`src/rtl/nway_min_pipe.sv`:
```
// nway_min_pipe: pipelined masked N-input minimum with argmin and saturating offset add.
module nway_min_pipe #(
  parameter int DATA_WIDTH = 8,
  parameter int NUM_IN = 4,
  parameter int OFFSET = 1,
  parameter int IDX_W = $clog2(NUM_IN)
) (
  input  logic                         clk,
  input  logic                         reset,
  input  logic                         in_valid,
  output logic                         in_ready,
  input  logic [NUM_IN*DATA_WIDTH-1:0] in_data,
  input  logic [NUM_IN-1:0]            in_mask,
  input  logic                         in_add_en,
  output logic                         out_valid,
  input  logic                         out_ready,
  output logic [DATA_WIDTH-1:0]        out_min,
  output logic [IDX_W-1:0]             out_idx,
  output logic                         out_none
);
  localparam int NN = NUM_IN - 1;
  // Tree nodes are numbered heap-style: node m takes children 2m and 2m+1, where
  // children below NUM_IN are input lanes and the rest are earlier nodes (2m-NUM_IN).
  logic [DATA_WIDTH-1:0] v_q [NN];
  logic [DATA_WIDTH-1:0] v_d [NN];
  logic [IDX_W-1:0]      i_q [NN];
  logic [IDX_W-1:0]      i_d [NN];
  logic                  l_q [NN];
  logic                  l_d [NN];
  logic [IDX_W-1:0]      vld_q, vld_d, add_q, add_d;
  logic                  out_valid_q, out_valid_d, out_none_q, out_none_d;
  logic [DATA_WIDTH-1:0] out_min_q, out_min_d;
  logic [IDX_W-1:0]      out_idx_q, out_idx_d;
  logic [DATA_WIDTH:0]   sum;
  logic                  adv;
  assign adv = !out_valid_q | out_ready;
  assign in_ready = adv;
  for (genvar m = 0; m < NN; m++) begin : g_node
    logic [DATA_WIDTH-1:0] av, bv;
    logic [IDX_W-1:0]      ai, bi;
    logic                  al, bl, sa, sb;
    if (2*m < NUM_IN) begin : g_leaf
      assign av = in_data[2*m*DATA_WIDTH +: DATA_WIDTH];
      assign bv = in_data[(2*m+1)*DATA_WIDTH +: DATA_WIDTH];
      assign ai = IDX_W'(2*m);
      assign bi = IDX_W'(2*m+1);
      assign al = in_mask[2*m];
      assign bl = in_mask[2*m+1];
    end else begin : g_inner
      assign av = v_q[2*m-NUM_IN];
      assign bv = v_q[2*m-NUM_IN+1];
      assign ai = i_q[2*m-NUM_IN];
      assign bi = i_q[2*m-NUM_IN+1];
      assign al = l_q[2*m-NUM_IN];
      assign bl = l_q[2*m-NUM_IN+1];
    end
    assign sa = al & (!bl | av <= bv);
    assign sb = !sa & bl;
    assign v_d[m] = sb ? bv : av;
    assign i_d[m] = sb ? bi : ai;
    assign l_d[m] = al | bl;
  end
  assign vld_d = IDX_W'({vld_q, in_valid});
  assign add_d = IDX_W'({add_q, in_add_en});
  assign sum = {1'b0, v_q[NN-1]} + (DATA_WIDTH+1)'(OFFSET);
  always_comb begin
    out_valid_d = vld_q[IDX_W-1];
    out_none_d  = !l_q[NN-1];
    out_idx_d   = l_q[NN-1] ? i_q[NN-1] : '0;
    out_min_d   = !l_q[NN-1] ? '1 : !add_q[IDX_W-1] ? v_q[NN-1] : sum[DATA_WIDTH] ? '1 : sum[DATA_WIDTH-1:0];
  end
  always_ff @(posedge clk) begin
    if (reset) begin
      vld_q       <= '0;
      add_q       <= '0;
      out_valid_q <= 1'b0;
      out_none_q  <= 1'b0;
      out_idx_q   <= '0;
      out_min_q   <= '0;
    end else if (adv) begin
      vld_q       <= vld_d;
      add_q       <= add_d;
      v_q         <= v_d;
      i_q         <= i_d;
      l_q         <= l_d;
      out_valid_q <= out_valid_d;
      out_none_q  <= out_none_d;
      out_idx_q   <= out_idx_d;
      out_min_q   <= out_min_d;
    end
  end
  assign out_valid = out_valid_q;
  assign out_none  = out_none_q;
  assign out_idx   = out_idx_q;
  assign out_min   = out_min_q;
endmodule

```
`config.mk`:
```
export PLATFORM = sky130hd
export DESIGN_NAME = nway_min_pipe
export DESIGN_NICKNAME = d
export VERILOG_FILES = /design/src/rtl/nway_min_pipe.sv
export SDC_FILE = /design/constraint.sdc
export NUM_CORES = 1
export LEC_CHECK = 0
export ABC_AREA = 1
export BUFFER_PORTS_ARGS = -buffer_cell sky130_fd_sc_hd__buf_4
export CAP_MARGIN = 20
export CORE_MARGIN = 2
export CORE_UTILIZATION = 57
export CTS_BUF_LIST = sky130_fd_sc_hd__clkbuf_2 sky130_fd_sc_hd__clkbuf_4 sky130_fd_sc_hd__clkbuf_8
export DETAILED_ROUTE_END_ITERATION = 16
export HOLD_SLACK_MARGIN = 0.05
export PLACE_DENSITY = 0.82
export SYNTH_ARGS = -nofsm -noshare
export SYNTH_HDL_FRONTEND = slang
export SYNTH_SLANG_ARGS = --single-unit
```
`constraint.sdc`:
```
create_clock -name clk -period 3 [get_ports clk]
set_clock_uncertainty 0.2 [all_clocks]
set_input_delay 0.3 -clock clk [delete_from_list [all_inputs] [get_ports clk]]
set_output_delay 0.3 -clock clk [all_outputs]
set_load 0.02 [all_outputs]
```
* Yosys cells after proc, flatten, opt, wreduce, memory -nomap -nowiden *
Index checks and enable logic that the tools add are counted.

word-level totals
  output and inout port bits = 13
  word-level logic and storage cells = 52
  register bits = 49
  input port bits = 41

operators by class
  muxes and demuxes = 10
  $lt $le $gt $ge = 3
  reductions and logical operators = 9
  add/subtract/negate cells = 1
  bitwise gates (word level) = 14

operator list
  cell                   number
  $mux W8                6
  $le A8 B8 Y1           3
  $add A8 B1 Y9 const B  1
  $logic_not A1 Y1       8
  $or A1 B1 Y1           7
  $and A1 B1 Y1          6
  $mux W2                2
  $mux W1                2
  $reduce_and A2 Y1      1
  $not A1 Y1             1

* Logic depth before layout (Yosys ltp) *
Gate-level depths: netlist of the first run.

  depth after elaboration = 6
  mapped depth = 14
  mapped depth without buffers = 14

* Worst setup path before layout of the first run *
OpenSTA, ideal clock, no wires.

  path type = reg2reg
  start = register out_valid_q (netlist: out_valid)
  end = register i_q (netlist bit g_node[2].ai[0]) (enable)
  required time = 2.381 ns
  cell stages (with the launch flop) = 5
  clock period less this slack = 2.593 ns
  setup time = 0.419 ns
  setup slack = 0.407 ns
  path buffers = 1
  data arrival time = 1.974 ns
  cell sequence = dfxtp_1 -> inv_1 -> nor2_1 -> buf_2 -> nor2_1

on the way
  cells in the longest elaborated chain, start to end = 3

RTL lines
  element                      RTL line  RTL
  start: declaration           31        logic out_valid_q, out_valid_d, out_none_q, out_none_d;
  start signal: assignment     86        out_valid_q <= out_valid_d;
  $logic_not A1 Y1             36        assign adv = !out_valid_q | out_ready;
  $or A1 B1 Y1                 36
  $reduce_and A2 Y1 (no line)  --
  end signal: assignment       84        i_q <= i_d;
  end: declaration             26        logic [IDX_W-1:0] i_q [NN];

Every way passes these cells.
A chain may end at the register's enable or synchronous reset.

==> results of run 1 <==
==> cells by family (layout without fill, tap and decap cells) <==
logic type               after synthesis  in the layout
XOR/XNOR                               4              4
buffers and inverters                 60            118
AND/OR/NAND/NOR                      162            162
adder cells (fa/ha/maj)               25             25
AO/OA/AOI/OAI                         35             35
flip-flops                            47             47
==> cell usage after synthesis, types with 2 or more instances <==
| cell type | instances | area share |
|---|---|---|
| sky130_fd_sc_hd__a21oi_1 | 13 | 0.024 |
| sky130_fd_sc_hd__nand4_1 | 5 | 0.011 |
| sky130_fd_sc_hd__o21ai_0 | 12 | 0.022 |
| sky130_fd_sc_hd__inv_1 | 53 | 0.072 |
| sky130_fd_sc_hd__nand2_1 | 93 | 0.13 |
| sky130_fd_sc_hd__xor2_1 | 4 | 0.013 |
| sky130_fd_sc_hd__nand3_1 | 28 | 0.051 |
| sky130_fd_sc_hd__ha_1 | 25 | 0.11 |
| sky130_fd_sc_hd__nor2_1 | 19 | 0.026 |
| sky130_fd_sc_hd__clkbuf_1 | 5 | 0.0068 |
| sky130_fd_sc_hd__o21bai_1 | 5 | 0.014 |
| sky130_fd_sc_hd__dfxtp_1 | 16 | 0.12 |
| sky130_fd_sc_hd__or2_2 | 3 | 0.0068 |
| sky130_fd_sc_hd__edfxtp_1 | 31 | 0.34 |
| sky130_fd_sc_hd__nor3_4 | 2 | 0.012 |
| sky130_fd_sc_hd__a21o_1 | 3 | 0.0082 |
| sky130_fd_sc_hd__nand2_2 | 9 | 0.020 |
==> stage by stage <==
step,utilization,area (sq um)
3_3_place_gp,0.6861,3219
2_1_floorplan,-,2760
5_1_grt,0.7133,3347
4_1_cts,0.7133,3347
6_report,0.7133,3347
3_5_place_dp,0.6861,3219
==> sequential cells by signal, summed over array words and instances (netlist names), 2 cells and up <==
name / flops
g_node.av: 8
i_q: 2
v_q: 8
add_q: 2
out_idx: 2
out_min: 8
g_node.bv: 8
vld_q: 2
==> final cells by class <==
type	instances	area [sq um]
inverters	54	202.7
repair buffers	56	422.9
multi-input cells	226	1285
fillers	374	1345
well taps	54	67.56
flip-flops and latches	47	1251
clock buffers	6	82.58
clock inverters	2	35.03
==> cell usage in the layout, fill, tap and decap left out <==
cell / netlist / routed
sky130_fd_sc_hd__o211ai_1: 1 / 1
sky130_fd_sc_hd__nor3_1: 1 / 1
sky130_fd_sc_hd__or2_2: 3 / 3
sky130_fd_sc_hd__o21bai_1: 5 / 5
sky130_fd_sc_hd__nand2_2: 9 / 9
sky130_fd_sc_hd__clkbuf_8: 0 / 6
sky130_fd_sc_hd__nand4_1: 5 / 5
sky130_fd_sc_hd__a21oi_1: 13 / 13
sky130_fd_sc_hd__a21o_1: 3 / 3
sky130_fd_sc_hd__o21ai_1: 1 / 1
sky130_fd_sc_hd__inv_2: 1 / 1
sky130_fd_sc_hd__bufinv_16: 0 / 1
sky130_fd_sc_hd__inv_1: 53 / 53
sky130_fd_sc_hd__edfxtp_1: 31 / 31
sky130_fd_sc_hd__nand3_1: 28 / 28
sky130_fd_sc_hd__nand2_1: 93 / 93
sky130_fd_sc_hd__nor2_8: 1 / 1
sky130_fd_sc_hd__ha_1: 25 / 25
sky130_fd_sc_hd__o21ai_0: 12 / 12
sky130_fd_sc_hd__nor2_2: 0 / 1
sky130_fd_sc_hd__buf_4: 0 / 55
sky130_fd_sc_hd__dfxtp_1: 16 / 16
sky130_fd_sc_hd__nor2_1: 19 / 18
sky130_fd_sc_hd__nor3_4: 2 / 2
sky130_fd_sc_hd__xor2_1: 4 / 4
sky130_fd_sc_hd__nand4_2: 1 / 1
sky130_fd_sc_hd__clkinv_2: 0 / 1
sky130_fd_sc_hd__dlygate4sd3_1: 0 / 1
==> final timing paths <==
check / start / end / slack (ns) / cells past startpoint
worst min register to register: vld_q[1] / out_valid / 0.26 / 2
worst min-delay path: in_add_en / add_q[0] / 0.06 / 3
worst max-delay path: g_node[2].av[7] / v_q[0] / 0.97 / 10
worst max register to register: g_node[2].av[7] / v_q[0] / 0.97 / 10
==> worst register-to-register path: stages (launching register included) <==
cell and delay, ns:
sky130_fd_sc_hd__edfxtp_1 0.41, sky130_fd_sc_hd__ha_1 0.32, sky130_fd_sc_hd__nand2_1 0.07, sky130_fd_sc_hd__nor2_1 0.16
sky130_fd_sc_hd__nand2_1 0.07, sky130_fd_sc_hd__nand2_1 0.05, sky130_fd_sc_hd__nand2_1 0.05, sky130_fd_sc_hd__nand2_2 0.15
sky130_fd_sc_hd__nand2_2 0.15, sky130_fd_sc_hd__nand2_1 0.10, sky130_fd_sc_hd__nand2_1 0.05
==> power breakdown <==
group / leakage, nW / switching (mW) / total, mW / internal, mW
sequential: 0.436 / 0.0372 / 0.798 / 0.761
clock: 0.0612 / 0.194 / 0.464 / 0.269
combinational: 1.29 / 0.186 / 0.328 / 0.142
==> metal layers <==
| layer | up-vias | routed length, um |
|---|---|---|
| li1 | 1197 | - |
| met1 | 974 | 2049 |
| met2 | 61 | 2431 |
| met3 | 13 | 225 |
| met4 | 0 | 152 |
| met5 | - | 0 |
==> timing repair <==
item	in CTS	in global routing
setup endpoints to repair	0	0
hold buffers	1	0
endpoints found under the hold margin	3	0
==> Implementation_results.wiki, run 1 <==
{| class="wikitable"
! Metric !! Value
|-
| Combined area of all synthesized cells || 2760 sq um
|-
| Commonest register cell after synthesis || sky130_fd_sc_hd__edfxtp_1
|-
| Busiest layer in global routing || met2
|-
| Buffer cell driving the clock tree root || sky130_fd_sc_hd__clkbuf_8
|-
| Post-Synthesis Net Count || 399
|-
| Gpl congestion || 0.8164
|-
| Clock sink count || 47
|-
| Critical path, cell by cell || ha_1, nand2_1, nor2_1, nand2_1, nand2_1, nand2_1, nand2_2, nand2_2, nand2_1, nand2_1
|-
| Share of async-settable or async-resettable flops after synthesis || 0
|-
| Chip height || 73.59 um
|-
| Global Route met1 Usage || 0.2138
|-
| Detailed-route wire length per cell || 10.92 um
|-
| Vias in the first global route || 2114
|-
| Run status || finished clean
|-
| Setup repair after global routing missed its margin || no
|-
| Synthesized flop and latch total || 47
|-
| # placed instances || 436
|-
| Layout overhead on the synthesized area || 21.26%
|-
| Worst slew pin tran || 0.3553 ns
|-
| Final hold vios || 0
|-
| Final setup TNS || 0 ns
|-
| Routed vias/inst || 5.045
|-
| Compound-cell area share of the yosys netlist || 0.07162
|-
| Data required, critical path || 2.86 ns
|-
| Clock transition at the registers of the reported paths || 0.08 ns
|-
| Final Slew Violations || 0
|-
| Post-synth cell types || 24
|-
| Hold Slack || 0.06460 ns
|-
| Floorplan row count || 25
|-
| GRT Util Overall || 0.2016
|-
| Post-synthesis mux area share || 0
|-
| Met2 usage || 0.3750
|-
| Max stage delay cell, worst path || sky130_fd_sc_hd__edfxtp_1
|-
| Worst hold path class || in -> reg
|-
| Critical path's largest stage delay || 0.41 ns
|-
| CTS H-tree depth || 2
|-
| Nets || 456
|-
| Worst-Skew Late Latency || 0.30 ns
|-
| Count of TritonRoute iterations in the first routing pass || 4
|-
| Total leakage power || 1.782 nW
|-
| Data arrival time of the critical path || 1.89 ns
|-
| Max-slew headroom || 0.7632
|-
| Number of buffers created by CTS || 5
|-
| Pwr dens || 475.1 nW/um^2
|-
| Maximum number of pins on one net before global-route repair || 32
|-
| Critical Path Sink Type || flip-flop
|-
| Post-Syn Instances || 333
|-
| Clock tree from TritonCTS || built
|-
| Top Ports || 54
|-
| Iteration-0 DRC count of the detailed router || 35
|-
| Antenna violations before repair || 0
|-
| Synthesized-area fraction occupied by xor and xnor cells || 0.01269
|-
| Die footprint || 5415 sq um
|-
| Final Total Pwr || 1.590 mW
|-
| Total number of vias || 2245
|-
| Effective utilization at floorplan || 0.5883
|-
| N_diodes || 0
|-
| DRC violation count after routing || 0
|-
| Critical-path maximum fanout || 10
|-
| Number of enable-type register cells in the synthesized netlist || 31
|-
| Final period demand of the worst path || 2.030 ns
|-
| Type of element launching the critical path || flip-flop
|-
| Fraction of layout instances using a drive strength above 1 || 0.2072
|-
| GRT overflow || 0
|-
| Post-CTS setup buffer count || 0
|-
| Count of port buffers added during placement || 53
|-
| Half-perimeter wire length of the detailed placement result || 3926 um
|-
| Max rail drop VDD || 0.2595 mV
|-
| Worst setup margin || 0.9701 ns
|-
| Part of the Yosys area used for sequential elements || 0.4533
|-
| Setup CP Type || reg -> reg
|-
| Worst path most repeated cell || sky130_fd_sc_hd__nand2_1
|-
| Wire length of the first global-routing pass || 8404 um
|-
| Cell type group with the largest total delay on the critical path || simple AND/OR/NAND/NOR gates
|-
| Number of failing setup endpoints in the final timing report || 0
|-
| Non-filler instance count after layout || 445
|-
| Largest family of logic cells by synthesized area || simple AND/OR/NAND/NOR gates
|-
| Post-synthesis simple-gate area fraction || 0.2670
|-
| Synth warn || 0
|-
| Fraction of the cycle the final worst path needs || 0.6766
|-
| Met3 Resource Use GR || 0.04115
|-
| Adder and majority gate portion of the synthesized area || 0.1133
|-
| Max-capacitance violation count || 0
|-
| Core area || 4692 sq um
|-
| Place WS || 0.9884 ns
|-
| DRT Wirelength || 4858 um
|-
| DIE WIDTH || 73.59 um
|-
| Number of buffers between clock root and the deepest sink || 2
|-
| Average instance area after synthesis || 8.289 sq um
|-
| Post-DRT Antenna Nets || 0
|-
| Worst path buffer plus inverter count || 0
|-
| Maximum operating frequency || 0.4926 GHz
|-
| Resized cells post-CTS || 0
|}
(Power assumes the default switching activity.)
==> inputs of run 2 (changes only) <==
- ABC_AREA: 1 -> 0
- CORE_UTILIZATION: 57 -> 58
- clock period: 3 -> 2 ns (I/O delays scaled with it)
==> run 2 against run 1 <==
  * The run now ends with setup timing left
  * Largest cell class unchanged
  * Power rose by 74%
  * Global-route usage rose by 6.4 points
  * Flip-flop and latch count did not move
  * Highest routed layer unchanged
  * Die area rose by 6.4%
  * Design area rose by 27%
  * Worst setup slack got worse by 1.3 ns
  * Register-to-register slack got worse by 1.3 ns
  * Routed wire length rose by 69%
  * Via count rose by 30%
  * Area after synthesis rose by 8.7%
  * Maximum frequency fell by 11%
==> Implementation_results.wiki, run 2 <==
{| class="wikitable"
! Metric !! Value
|-
| Fraction of the cycle the final worst path needs || 1.147 (was 0.6766)
|-
| DIE WIDTH || 75.91 um (was 73.59 um)
|-
| Worst-Skew Late Latency || 0.30 ns (about the same)
|-
| Internal power of the cells || 1.982 mW (was 1.173 mW)
|-
| Share of the synthesized area in the top cell type || 0.3104 (was 0.3373)
|-
| Max stage delay cell, worst path || sky130_fd_sc_hd__edfxtp_1 (unchanged)
|-
| Sequential share of power || 0.442 (was 0.502)
|-
| Count of TritonRoute iterations in the first routing pass || 5 (was 4)
|-
| Setup CP Type || reg -> reg (unchanged)
|-
| Half-perimeter wire length of the detailed placement result || 5525 um (was 3926 um)
|-
| Nets || 497 (was 456)
|-
| Part of the Yosys area used for sequential elements || 0.4172 (was 0.4533)
|-
| Detailed-route wire length per cell || 16.33 um (was 10.92 um)
|-
| Average instance area after synthesis || 9.866 sq um (was 8.289 sq um)
|-
| Critical path's largest stage delay || 0.42 ns (was 0.41 ns)
|-
| Number of buffers created by CTS || 5 (unchanged)
|-
| Chip height || 75.91 um (was 73.59 um)
|-
| Count of port buffers added during placement || 53 (unchanged)
|-
| Total leakage power || 1.897 nW (was 1.782 nW)
|-
| Vias in the first global route || 2888 (was 2114)
|-
| Worst slew pin tran || 0.7325 ns (was 0.3553 ns)
|-
| Yosys top cell by area || sky130_fd_sc_hd__edfxtp_1 (unchanged)
|-
| Layout overhead on the synthesized area || 42.22% (was 21.26%)
|-
| DRC violation count after routing || 0 (unchanged)
|-
| Iteration-0 DRC count of the detailed router || 264 (was 35)
|-
| Final Slew Violations || 0 (unchanged)
|-
| Clock transition at the registers of the reported paths || 0.09 ns (was 0.08 ns)
|-
| GRT overflow || 0 (unchanged)
|-
| Worst path buffer plus inverter count || 1 (was 0)
|-
| DRT Wirelength || 8196 um (was 4858 um)
|-
| Post-DRT Antenna Nets || 0 (unchanged)
|-
| Number of buffers between clock root and the deepest sink || 2 (unchanged)
|-
| Wire length of the first global-routing pass || 12500 um (was 8404 um)
|-
| Clock tree from TritonCTS || built (unchanged)
|-
| Cell type group with the largest total delay on the critical path || compound AO/OA/AOI/OAI gates (was simple AND/OR/NAND/NOR gates)
|-
| Critical path, cell by cell || inv_2, ha_4, nor2b_4, o211ai_1, a21boi_2, a32o_2, a221o_1 (was ha_1, nand2_1, nor2_1, nand2_1, nand2_1, nand2_1, nand2_2, nand2_2, nand2_1, nand2_1)
|-
| Floorplan row count || 26 (was 25)
|-
| Final hold vios || 0 (unchanged)
|-
| Buffer cell driving the clock tree root || sky130_fd_sc_hd__clkbuf_8 (unchanged)
|-
| Number of failing setup endpoints in the final timing report || 10 (was 0)
|-
| Top Ports || 54 (unchanged)
|-
| Synth warn || 0 (unchanged)
|-
| Final period demand of the worst path || 2.293 ns (was 2.030 ns)
|-
| Share of total power in combinational logic || 0.295 (was 0.206)
|-
| Most common cell after layout, fill and taps aside || sky130_fd_sc_hd__buf_4 (was sky130_fd_sc_hd__nand2_1)
|-
| Power share of the clock group || 0.264 (was 0.292)
|-
| Type of element launching the critical path || flip-flop (unchanged)
|-
| Setup repair after global routing missed its margin || yes (was no)
|-
| Max-capacitance violation count || 0 (unchanged)
|-
| Antenna violations before repair || 0 (unchanged)
|-
| Commonest register cell after synthesis || sky130_fd_sc_hd__edfxtp_1 (unchanged)
|-
| Share of async-settable or async-resettable flops after synthesis || 0 (unchanged)
|-
| Post-Synthesis Net Count || 370 (was 399)
|-
| Psw || 781.0 uW (was 417.7 uW)
|-
| Place WS || -0.2337 ns (was 0.9884 ns)
|-
| Synthesized flop and latch total || 47 (unchanged)
|-
| Violated checks || setup timing
|-
| Fraction of power spent switching nets || 0.2826 (was 0.2627)
|-
| End-of-flow core utilization || 0.8459 (was 0.7133)
|-
| Critical Path Sink Type || flip-flop (unchanged)
|-
| Data required, critical path || 1.85 ns (was 2.86 ns)
|-
| N_diodes || 0 (unchanged)
|-
| Gpl congestion || 0.8463 (was 0.8164)
|-
| Maximum number of pins on one net before global-route repair || 32 (unchanged)
|-
| GRT Util Overall || 0.2655 (was 0.2016)
|-
| Reg-to-reg setup timing slack || -0.29 ns (was 0.97 ns)
|-
| Total number of vias || 2929 (was 2245)
|-
| Most used standard cells in the synthesized netlist || 31 x sky130_fd_sc_hd__edfxtp_1, 28 x sky130_fd_sc_hd__nand2_1, 27 x sky130_fd_sc_hd__inv_1 (was 93 x sky130_fd_sc_hd__nand2_1, 53 x sky130_fd_sc_hd__inv_1, 31 x sky130_fd_sc_hd__edfxtp_1)
|-
| Number of enable-type register cells in the synthesized netlist || 31 (unchanged)
|-
| Clock sink count || 47 (unchanged)
|-
| Post-synth cell types || 44 (was 24)
|-
| Max rail drop VDD || 0.4292 mV (was 0.2595 mV)
|-
| Routed vias/inst || 5.835 (was 5.045)
|-
| Fraction of layout instances using a drive strength above 1 || 0.3889 (was 0.2072)
|-
| Pwr dens || 647.8 nW/um^2 (was 475.1 nW/um^2)
|-
| Area contributors post-synth || sky130_fd_sc_hd__edfxtp_1 31%, sky130_fd_sc_hd__dfxtp_1 11%, sky130_fd_sc_hd__ha_1 10% (was sky130_fd_sc_hd__edfxtp_1 34%, sky130_fd_sc_hd__nand2_1 13%, sky130_fd_sc_hd__dfxtp_1 12%)
|-
| Critical-path maximum fanout || 7 (was 10)
|-
| CTS H-tree depth || 2 (unchanged)
|-
| Max-slew headroom || 0.5107 (was 0.7632)
|-
| Run status || finished with violations (was finished clean)
|-
| Core area || 5042 sq um (was 4692 sq um)
|-
| Leading cell type by number of instances after synthesis || sky130_fd_sc_hd__edfxtp_1 (was sky130_fd_sc_hd__nand2_1)
|-
| Maximum operating frequency || 0.4360 GHz (was 0.4926 GHz)
|-
| Combined area of all synthesized cells || 2999 sq um (was 2760 sq um)
|-
| Highest-count cells in the layout ignoring fill and taps || 128 x sky130_fd_sc_hd__buf_4, 31 x sky130_fd_sc_hd__edfxtp_1, 27 x sky130_fd_sc_hd__nand2_1, 26 x sky130_fd_sc_hd__inv_1, 22 x sky130_fd_sc_hd__ha_1 (was 93 x sky130_fd_sc_hd__nand2_1, 55 x sky130_fd_sc_hd__buf_4, 53 x sky130_fd_sc_hd__inv_1, 31 x sky130_fd_sc_hd__edfxtp_1, 28 x sky130_fd_sc_hd__nand3_1)
|-
| Data arrival time of the critical path || 2.15 ns (was 1.89 ns)
|-
| Die footprint || 5762 sq um (was 5415 sq um)
|-
| Effective utilization at floorplan || 0.5948 (was 0.5883)
|-
| Worst hold path class || in -> reg (unchanged)
|-
| Worst setup margin || -0.2934 ns (was 0.9701 ns)
|-
| Post-Syn Instances || 304 (was 333)
|}
==> run 2: cell types whose count changed after synthesis, sizes merged, moves of 11 or more <==
cell | before | now
o211ai | 1 | 12
nand3 | 28 | 7
inv | 54 | 28
a221o | 0 | 14
nand2 | 102 | 28
a22o | 0 | 14
a22oi | 0 | 11
==> run 2: final cells by class <==
class | count | area [sq um]
clock inverter | 2 | 35.03
inverter | 28 | 105.1
multi-input combinational | 215 | 1682
timing repair buffer | 134 | 1022
fill | 285 | 777.0
tap | 70 | 87.58
clock buffer | 6 | 82.58
sequential | 47 | 1251
==> run 2: logic make-up (layout without fill, tap and decap cells) <==
| kind of cell | count (synthesis) | in the layout | share of synthesized area |
|---|---|---|---|
| muxes | 1 | 1 | 0.003338 |
| AOI/OAI and AO/OA | 100 | 101 | 0.2649 |
| DFF | 47 | 47 | 0.4172 |
| and+or+nand+nor | 83 | 83 | 0.1368 |
| buffers and inverters | 43 | 170 | 0.05882 |
| adders and majority gates | 25 | 25 | 0.1043 |
| xor gates and xnor gates | 5 | 5 | 0.01460 |
==> run 2: stage by stage <==
step	TNS (ns)	power, mW	std cells	area, sq um	hold WS (ns)
2_1_floorplan	-0.6493	1.614	304	3017	0.1405
3_3_place_gp	-2.068	1.900	478	3926	0.2399
5_1_grt	-2.958	2.886	502	4265	0.06167
6_report	-2.251	2.763	502	4265	0.05106
4_1_cts	-1.533	2.684	496	4187	0.05334
3_5_place_dp	-3.170	1.938	478	3926	0.2494
==> run 2: worst reg2reg max path: cells and delay by family, from the launching register on <==
kind,cells,cell delay (ns)
fa+ha+maj,1,0.21
simple gates,1,0.13
buf+inv,1,0.09
flops,1,0.42
compound gates,4,0.99
==> run 2: what timing repair did <==
item / CTS / global route
setup buffers: 4 / 6
setup endpoints to repair: 10 / 11
pin swaps: 10 / 12
gates resized for setup: 8 / 8
gates cloned: 1 / 0
hold buffers: 5 / 0
hold endpoints to repair: 17 / 0
==> run 2: worst paths after layout <==
kind                         from  endpoint  cells after the start
hold reg to reg          vld_q[1]  vld_q[1]                      2
hold / removal          out_ready  add_q[1]                      4
setup / recovery  g_node[2].bv[1]    v_q[4]                      7
setup reg to reg  g_node[2].bv[1]    v_q[4]                      7
==> run 2: per-layer routing <==
metal	routed length (um)	vias up	GRT usage
li1	-	1416	-
met5	0	-	0
met1	3020	1350	0.2760
met4	238	0	0.09636
met2	4443	147	0.5330
met3	494	16	0.03810
==> run 2: power groups by stage <==
stage	combinational, mW	sequential, mW	clock, mW
2_1_floorplan	0.366	1.25	0
3_3_place_gp	0.674	1.23	0
3_5_place_dp	0.703	1.23	0
4_1_cts	0.747	1.21	0.722
5_1_grt	0.886	1.23	0.772
6_report	0.814	1.22	0.729
